[src/rtl/controlo_barreira_if.sv]
// Bus between the plate/day access checker side and the barrier gate controller.
// Parameter: CNT_W - width of the admitted-car counter.
// Signals:
//   Pedido, Barreira1, MatrVal, SensorCarro   requester/sensor -> controller
//   Abrir, Fechar, Aberta, Recusado, Ocupado,
//   ContaEntradas                             controller -> requester/motor
// Modports: master (drives requests and the sensor), slave (the controller).
interface controlo_barreira_if #(
  parameter int unsigned CNT_W = 8
) ();
  logic             Pedido;
  logic             Barreira1;
  logic             MatrVal;
  logic             SensorCarro;
  logic             Abrir;
  logic             Fechar;
  logic             Aberta;
  logic             Recusado;
  logic             Ocupado;
  logic [CNT_W-1:0] ContaEntradas;

  modport master (
    output Pedido, Barreira1, MatrVal, SensorCarro,
    input  Abrir, Fechar, Aberta, Recusado, Ocupado, ContaEntradas
  );

  modport slave (
    input  Pedido, Barreira1, MatrVal, SensorCarro,
    output Abrir, Fechar, Aberta, Recusado, Ocupado, ContaEntradas
  );
endinterface

[src/rtl/controlo_barreira.sv]
// Gate controller downstream of the plate/day access checker.
// Samples the checker verdict on a Pedido pulse and runs the barrier motor through
// an open / wait / close cycle, counting admitted cars and flagging refusals.
// Ports:
//   clk  - system clock, rising edge
//   rst  - synchronous, active-high reset
//   bus  - controlo_barreira_if.slave (request/verdict/sensor in, motor/status out)
// Parameters: T_MOTOR (motor pulse length), T_ESPERA (idle cycles before auto-close),
//   CNT_W (admitted-car counter width).
// Optional feature: define REVERSAO_SEGURANCA_EN to reopen the barrier when a vehicle
//   is detected while it is closing.
module controlo_barreira #(
  parameter int unsigned T_MOTOR  = 8,
  parameter int unsigned T_ESPERA = 50,
  parameter int unsigned CNT_W    = 8
) (
  input logic                clk,
  input logic                rst,
  controlo_barreira_if.slave bus
);

  localparam int unsigned TMax   = (T_MOTOR > T_ESPERA) ? T_MOTOR : T_ESPERA;
  localparam int unsigned TimerW = $clog2(TMax + 1);

  localparam logic [TimerW-1:0] MotorLast  = TimerW'(T_MOTOR - 1);
  localparam logic [TimerW-1:0] EsperaLast = TimerW'(T_ESPERA - 1);

  typedef enum logic [1:0] {
    StFechada,
    StAAbrir,
    StAberta,
    StAFechar
  } state_e;

  state_e            state_q, state_d;
  logic [TimerW-1:0] timer_q, timer_d;
  logic [CNT_W-1:0]  conta_q, conta_d;
  logic              sensor_q;
  logic              abrir_q, abrir_d;
  logic              fechar_q, fechar_d;
  logic              aberta_q, aberta_d;
  logic              recusado_q, recusado_d;
  logic              ocupado_q, ocupado_d;

  logic passagem;

  // A passage is the car leaving the sensor while the gate is fully open.
  assign passagem = (state_q == StAberta) && sensor_q && !bus.SensorCarro;

  always_comb begin
    state_d    = state_q;
    timer_d    = timer_q;
    conta_d    = conta_q;
    recusado_d = 1'b0;

    unique case (state_q)
      StFechada: begin
        if (bus.Pedido) begin
          if (!bus.Barreira1 && !bus.MatrVal) begin
            state_d = StAAbrir;
            timer_d = '0;
          end else begin
            recusado_d = 1'b1;
          end
        end
      end

      StAAbrir: begin
        if (timer_q == MotorLast) begin
          state_d = StAberta;
          timer_d = '0;
        end else begin
          timer_d = timer_q + TimerW'(1);
        end
      end

      StAberta: begin
        if (passagem) begin
          state_d = StAFechar;
          timer_d = '0;
          if (conta_q != '1) begin
            conta_d = conta_q + CNT_W'(1);
          end
        end else if (bus.SensorCarro) begin
          // Vehicle under the barrier holds the gate open.
          timer_d = '0;
        end else if (timer_q == EsperaLast) begin
          state_d = StAFechar;
          timer_d = '0;
        end else begin
          timer_d = timer_q + TimerW'(1);
        end
      end

      StAFechar: begin
`ifdef REVERSAO_SEGURANCA_EN
        if (bus.SensorCarro) begin
          state_d = StAAbrir;
          timer_d = '0;
        end else if (timer_q == MotorLast) begin
          state_d = StFechada;
          timer_d = '0;
        end else begin
          timer_d = timer_q + TimerW'(1);
        end
`else
        if (timer_q == MotorLast) begin
          state_d = StFechada;
          timer_d = '0;
        end else begin
          timer_d = timer_q + TimerW'(1);
        end
`endif
      end

      default: begin
        state_d = StFechada;
        timer_d = '0;
      end
    endcase

    // Outputs are decoded from the next state so the registers line up with state_q.
    abrir_d   = (state_d == StAAbrir);
    fechar_d  = (state_d == StAFechar);
    aberta_d  = (state_d == StAberta);
    ocupado_d = (state_d != StFechada);
  end

  always_ff @(posedge clk) begin
    if (rst) begin
      state_q    <= StFechada;
      timer_q    <= '0;
      conta_q    <= '0;
      sensor_q   <= 1'b0;
      abrir_q    <= 1'b0;
      fechar_q   <= 1'b0;
      aberta_q   <= 1'b0;
      recusado_q <= 1'b0;
      ocupado_q  <= 1'b0;
    end else begin
      state_q    <= state_d;
      timer_q    <= timer_d;
      conta_q    <= conta_d;
      sensor_q   <= bus.SensorCarro;
      abrir_q    <= abrir_d;
      fechar_q   <= fechar_d;
      aberta_q   <= aberta_d;
      recusado_q <= recusado_d;
      ocupado_q  <= ocupado_d;
    end
  end

  assign bus.Abrir         = abrir_q;
  assign bus.Fechar        = fechar_q;
  assign bus.Aberta        = aberta_q;
  assign bus.Recusado      = recusado_q;
  assign bus.Ocupado       = ocupado_q;
  assign bus.ContaEntradas = conta_q;

endmodule

[src/flat_wrapper.sv]
// flat-port wrapper written by rule: the top's interface ports become plain ports
module controlo_barreira_flat 
#(
  parameter int unsigned T_MOTOR  = 8,
  parameter int unsigned T_ESPERA = 50,
  parameter int unsigned CNT_W    = 8
)
  (clk, rst, bus_Pedido, bus_Barreira1, bus_MatrVal, bus_SensorCarro, bus_Abrir, bus_Fechar, bus_Aberta, bus_Recusado, bus_Ocupado, bus_ContaEntradas);
  controlo_barreira_if #(.CNT_W(CNT_W)) bus_i ();
  input logic clk;
  input logic rst;
  input wire logic [$bits(bus_i.Pedido)-1:0] bus_Pedido;
  input wire logic [$bits(bus_i.Barreira1)-1:0] bus_Barreira1;
  input wire logic [$bits(bus_i.MatrVal)-1:0] bus_MatrVal;
  input wire logic [$bits(bus_i.SensorCarro)-1:0] bus_SensorCarro;
  output wire logic [$bits(bus_i.Abrir)-1:0] bus_Abrir;
  output wire logic [$bits(bus_i.Fechar)-1:0] bus_Fechar;
  output wire logic [$bits(bus_i.Aberta)-1:0] bus_Aberta;
  output wire logic [$bits(bus_i.Recusado)-1:0] bus_Recusado;
  output wire logic [$bits(bus_i.Ocupado)-1:0] bus_Ocupado;
  output wire logic [$bits(bus_i.ContaEntradas)-1:0] bus_ContaEntradas;
  assign bus_i.Pedido = bus_Pedido;
  assign bus_i.Barreira1 = bus_Barreira1;
  assign bus_i.MatrVal = bus_MatrVal;
  assign bus_i.SensorCarro = bus_SensorCarro;
  assign bus_Abrir = bus_i.Abrir;
  assign bus_Fechar = bus_i.Fechar;
  assign bus_Aberta = bus_i.Aberta;
  assign bus_Recusado = bus_i.Recusado;
  assign bus_Ocupado = bus_i.Ocupado;
  assign bus_ContaEntradas = bus_i.ContaEntradas;
  controlo_barreira #(.T_MOTOR(T_MOTOR), .T_ESPERA(T_ESPERA), .CNT_W(CNT_W)) u_core (.clk(clk), .rst(rst), .bus(bus_i));
endmodule
[config.mk]
export PLATFORM = sky130hd
export DESIGN_NAME = controlo_barreira_flat
export DESIGN_NICKNAME = d
export VERILOG_FILES = /design/src/rtl/controlo_barreira_if.sv /design/src/rtl/controlo_barreira.sv /design/src/flat_wrapper.sv
export SDC_FILE = /design/constraint.sdc
export NUM_CORES = 1
export LEC_CHECK = 0
export CORE_ASPECT_RATIO = 1.4
export CORE_MARGIN = 2
export CORE_UTILIZATION = 50
export DETAILED_ROUTE_END_ITERATION = 16
export PLACE_DENSITY_LB_ADDON = 0.3
export SYNTH_ARGS = -nofsm -noshare
export SYNTH_HDL_FRONTEND = slang
export SYNTH_SLANG_ARGS = --single-unit
[constraint.sdc]
create_clock -name clk -period 3.56 [get_ports clk]
set_input_delay 0.356 -clock clk [delete_from_list [all_inputs] [get_ports clk]]
set_output_delay 0.356 -clock clk [all_outputs]
set_load 0.01 [all_outputs]
==> flow_summary.ini, run 1 <==
[status]
status = complete, no violations

[logic_synthesis]
synth-simple-area-share_pct = 27.5
ys_ff_latch = 22
synth-compound-area-share_pct = 19.5
ys_seq_area_share_pct = 42.1
synth_xor_area_share_pct = 2.51
avgSynthCellArea_um2 = 8.88
yosys.cell_types.count = 37
synth_mux_area_share_pct = 0.956
synth_nets = 127
synth_fa_ha_area_share_pct = 3.58
synth_warnings = 0
synthCells = 118
netlist_area_um2 = 1050
synth_top_family_by_area = simple AND/OR/NAND/NOR gates

[die]
ioPinCount = 19
die_area_um2 = 2480
core_area_um2 = 1970
die_h_um = 58.2
die_x_um = 42.7
floorplan.rows = 19
initial_core_util_pct = 53.1

[place]
gp_congestion = 0.810
place_ws_ns = 1.51
dp_cells = 152
dp_hpwl_um = 1610
io_buffers = 18

[timing]
fin_worst_skew_ns = 0.00166
fin_ws_ns = 1.86
fin_tns_setup_ns = 0
period_needed_ns = 1.70
slew_violations = 0
fin_crit_sh_pct = 47.8
rsz0062_at_grt = no
clock.fmax_mhz = 587
setup_viol = 0
maxSlewHeadroom_pct = 44.9
worst_pin_slew_ns = 0.824
finalHoldViolations = 0

[final_layout]
n_fill_cell = 177
final_cell_mix = dfxtp_1, clkdlybuf4s50_1, a21oi_1
instances_no_fill = 156
antenna_cells = 0
area_growth_pct = 20.7
final_common_cell = dfxtp_1
layout.nets = 145
layout-drive-gt1-share_pct = 5.93

[drt]
ant_nets = 0
avgRoutedWirePerCell_um = 13.7
drtIter0Drc = 18
dr.pass1.iters = 4
vias = 948
wl_um = 2130
drc = 0
viasPerCell = 6.08

[global_routing]
grt_overflow = 0
grtUsageTotal_pct = 18.6
grt_pass1_wl_um = 3640
grt_pass1_vias = 897
antenna_found_initial = 0
grt_max_degree = 24

[clocking]
hold_buffers = 0
postCtsResizedCells = 0
clock_latency_ns = 0.31
cts_sinks = 22
clk_pin_slew_ns = 0.12
cts_buffers = 3
clockBufferDepth = 2
clock-root-buffer = clkbuf_4
post_cts_buffers = 0
cts_tree = built
htree_levels = 1

[power]
seq_power_share_pct = 60.2
powerDensity_nw_per_um2 = 333
ir_worst_vdd_mv = 0.220
p_sw_mw = 0.0933
clkPwrFrac_pct = 32.7
p_leak_nw = 0.440
combPwrFrac_pct = 7.0
p_sw_share_pct = 22.2
internal-power_mw = 0.327

[worst_setup_path]
critPathKind = input port to flip-flop
crit_arrival_ns = 1.94
crit_path_start = bus_SensorCarro
rr_endpoint = u_core.bus.Aberta
r2r_cells = 4
slowest_stage = or4_1
worstPathRequired_ns = 3.80
ff2ff_setup_slack_ns = 1.92
cp-end-kind = flip-flop
worstSetupStartpointType = input port
r2r-start = u_core.timer_q[0]
path_cells = clkdlybuf4s50_1 > nand4bb_4 > o21bai_4 > or4_1 > a21oi_1
critPathCapture = u_core.bus.ContaEntradas[5]
max_stage_delay_ns = 0.49
worstPathMaxFanout = 12

[hold_path]
worstHoldPathType = flip-flop to flip-flop
hp-start = u_core.timer_q[1]

[run]
max_cap_viol_count = 0
-- final cells by class --
cell class	count	area, µm²	share of cell area [%]
multi-input cells	87	566	44.8
flip-flops and latches	22	440	34.9
repair buffers	18	180	14.3
clock buffers	4	36.3	2.87
well taps	21	26.3	2.08
inverters	4	15.0	1.19
-- layer usage --
layer,track usage (%),part of all wire (%)
met5,0,0
met3,2.18,2.0
met1,19.0,41
met2,36.4,56
met4,8.48,1.2
-- cell families (layout without fill, tap and decap cells) --
| kind of cell | count (synthesis) | count (layout) |
|---|---|---|
| and+or+nand+nor | 49 | 49 |
| adders and majority gates | 3 | 3 |
| AOI/OAI and AO/OA | 31 | 31 |
| muxes | 1 | 1 |
| DFF | 22 | 22 |
| buffers and inverters | 9 | 26 |
| xor gates and xnor gates | 3 | 3 |
-- state kept, by name (all words and copies together), names as in the netlist --
register and flops:
u_core.timer_q 6, u_core.state_q 2, u_core.sensor_q 1, u_core.bus.Recusado 1, u_core.bus.Ocupado 1, u_core.bus.ContaEntradas 8, u_core.bus.Fechar 1, u_core.bus.Abrir 1
u_core.bus.Aberta 1
-- per-stage QoR --
step                cell area [µm²]  total power [mW]  util (%)  hold slack [ns]
floorplan                      1050             0.275         -            0.428
global placement               1230             0.287      62.2            0.474
detailed placement             1230             0.288      62.2            0.496
CTS                            1260             0.424      64.0            0.514
global route                   1260             0.439      64.0            0.543
finish                         1260             0.420      64.0            0.510
-- worst min-delay path by stage --
| stage | cells after the start | endpoint |
|---|---|---|
| detailed placement | 2 | u_core.timer_q[1] |
| finish | 2 | u_core.timer_q[1] |
| floorplan | 1 | u_core.sensor_q |
| global route | 2 | u_core.bus.ContaEntradas[7] |
| CTS | 2 | u_core.timer_q[1] |
| global placement | 2 | u_core.bus.ContaEntradas[7] |
-- critical path, delay by kind of cell --
kind,cells,cell delay [ns]
and+or+nand+nor,2,0.74
buffers and inverters,1,0.46
AOI/OAI and AO/OA,2,0.39
-- power groups by stage --
stage / Combinational [mW] / Clock, mW / Sequential [mW]
2_1_floorplan: 0.0155 / 0 / 0.259
3_3_place_gp: 0.0284 / 0 / 0.259
3_5_place_dp: 0.0294 / 0 / 0.259
4_1_cts: 0.0297 / 0.141 / 0.253
5_1_grt: 0.0320 / 0.153 / 0.254
6_report: 0.0296 / 0.138 / 0.253
-- cell usage after synthesis, drive strengths merged --
cell type	n	share of area, %
buf	1	1.1
and3	1	0.60
nand4bb	1	2.6
o31ai	3	2.2
nand4b	1	0.84
a211oi	2	1.9
a31oi	1	0.60
and2b	1	0.72
or3b	1	0.84
a21oi	13	6.2
nand2b	1	0.60
o22ai	3	1.8
o21a	1	0.72
nor2	7	2.5
xor2	2	1.7
nand2	10	3.6
and2	2	1.2
ha	3	3.6
or3	2	1.3
nand3	6	2.9
nor3	5	2.4
o21ai	4	1.9
mux2i	1	0.96
xnor2	1	0.84
nor2b	2	1.2
clkbuf	4	1.4
inv	4	1.4
dfxtp	22	42
o21bai	3	3.2
nand4	2	1.2
nor3b	3	2.2
o211a	1	0.96
or4	4	2.9
Note: power is estimated with default switching activity, not from simulation.
==> inputs of run 2 (changes only) <==
- clock period: 3.56 -> 1.8 ns (I/O delays scaled with it)
==> run 2 against run 1 <==
Effect of this change: cell area increased by 4.3%; first-iteration DRC count increased by 28%; total power increased by 120%; clock power increased to 2.7 times the previous value; combinational power increased by 120%; critical endpoint is now u_core.bus.ContaEntradas[7]; utilization increased by 2.7 points; clock skew increased by 0.00082 ns; via count decreased by 1.6%; sequential share of layout area decreased by 1.4 points; global-route usage increased by 1.1 points; non-clock buffer count increased by 5; worst setup slack got worse by 1.6 ns; highest routed layer unchanged.
==> flow_summary.ini, run 2 (synthesized netlist as in run 1, its figures left out) <==
[drt]
drc = 0
viasPerCell = 5.80
wl_um = 2140
ant_nets = 0
drtIter0Drc = 23
vias = 933
avgRoutedWirePerCell_um = 13.3
dr.pass1.iters = 4

[clocking]
postCtsResizedCells = 0
clock_latency_ns = 0.30
clk_pin_slew_ns = 0.12
cts_tree = built
post_cts_buffers = 0
cts_buffers = 3
clock-root-buffer = clkbuf_4
htree_levels = 1
clockBufferDepth = 2
hold_buffers = 0
cts_sinks = 22

[worst_setup_path]
max_stage_delay_ns = 0.47
crit_arrival_ns = 1.79
slowest_stage = or4_1
cp-end-kind = flip-flop
path_cells = ha_1 > nand3_1 > o21bai_4 > or4_1 > a21oi_1
worstPathRequired_ns = 2.05
worstPathMaxFanout = 8
crit_buf_inv = 0
worstSetupStartpointType = flip-flop
critical-path-top-delay-family = simple AND/OR/NAND/NOR gates
critPathKind = flip-flop to flip-flop

[timing]
fin_tns_setup_ns = 0
rsz0062_at_grt = no
slew_violations = 0
worst_pin_slew_ns = 0.336
setup_viol = 0
fin_ws_ns = 0.262
maxSlewHeadroom_pct = 77.5
clock.fmax_mhz = 650
fin_crit_sh_pct = 85.4
finalHoldViolations = 0
period_needed_ns = 1.54
fin_worst_skew_ns = 0.00248
whs_ns = 0.464

[place]
dp_hpwl_um = 1600
dp_cells = 157
gp_congestion = 0.873
io_buffers = 18
place_area_um2 = 1260
place_ws_ns = 0.0440

[global_routing]
grt_overflow = 0
grtUsageTotal_pct = 19.7
grt_max_degree = 14
antenna_found_initial = 0
grt_pass1_vias = 936
grt_pass1_wl_um = 3860

[die]
initial_core_util_pct = 53.1
ioPinCount = 19
core_area_um2 = 1970
die_area_um2 = 2480
die_x_um = 42.7
die_h_um = 58.2
floorplan.rows = 19

[status]
status = complete, no violations

[final_layout]
layout-drive-gt1-share_pct = 9.29
fin_area_um2 = 1320
n_fill_cell = 166
layout.nets = 150
fin_util_pct = 66.8
antenna_cells = 0
instances_no_fill = 161
largest_reg_flops = 8
regArea_um2 = 440
final_cell_mix = dfxtp_1, clkdlybuf4s50_1, a21oi_1
area_growth_pct = 25.8
final_common_cell = dfxtp_1
multi_input_area_um2 = 566

[hold_path]
worstHoldPathType = input port to flip-flop

[power]
power.total_mw = 0.940
ir_worst_vdd_mv = 0.504
p_leak_nw = 0.470
powerDensity_nw_per_um2 = 713

[run]
max_cap_viol_count = 0
## run 2: layer usage
layer,share of wire [%],wire length [µm],track usage [%]
met1,39,831,21.1
met2,56,1210,37.0
met3,3.2,69,2.49
met5,0,0,0
met4,1.4,31,9.82
## run 2: tightest hold or removal path, delay by kind of cell
kind / cells / cell delay, ns
buffers and inverters: 1 / 0.44
and+or+nand+nor: 2 / 0.12
## run 2: worst paths after layout
path / startpoint / end / slack, ns / cells past startpoint
setup / recovery: u_core.bus.ContaEntradas[0] / u_core.bus.ContaEntradas[7] / 0.26 / 5
hold / removal: bus_Pedido / u_core.bus.Recusado / 0.46 / 3
hold reg to reg: u_core.timer_q[1] / u_core.timer_q[1] / 0.50 / 2
setup reg to reg: u_core.bus.ContaEntradas[0] / u_core.bus.ContaEntradas[7] / 0.26 / 5
## run 2: power breakdown
group,internal [mW],leakage (nW),switching (mW)
Sequential,0.495,0.178,0.00614
Combinational,0.0352,0.264,0.0309
Clock,0.225,0.0279,0.148
Total,0.755,0.470,0.185
## run 2: cell type report
type                    instances  share of cell area [%]
well taps                      21                    1.99
repair buffers                 23                    16.5
inverters                       4                    1.14
multi-input cells              87                    42.9
flip-flops and latches         22                    33.4
clock buffers                   3                    1.71
clock inverters                 1                    2.28
==> inputs of run 3 (changes only) <==
- SLEW_MARGIN: not set -> 20
==> results of run 3 <==
No change in the layout: final DEF, timing and power equal those of run 2.
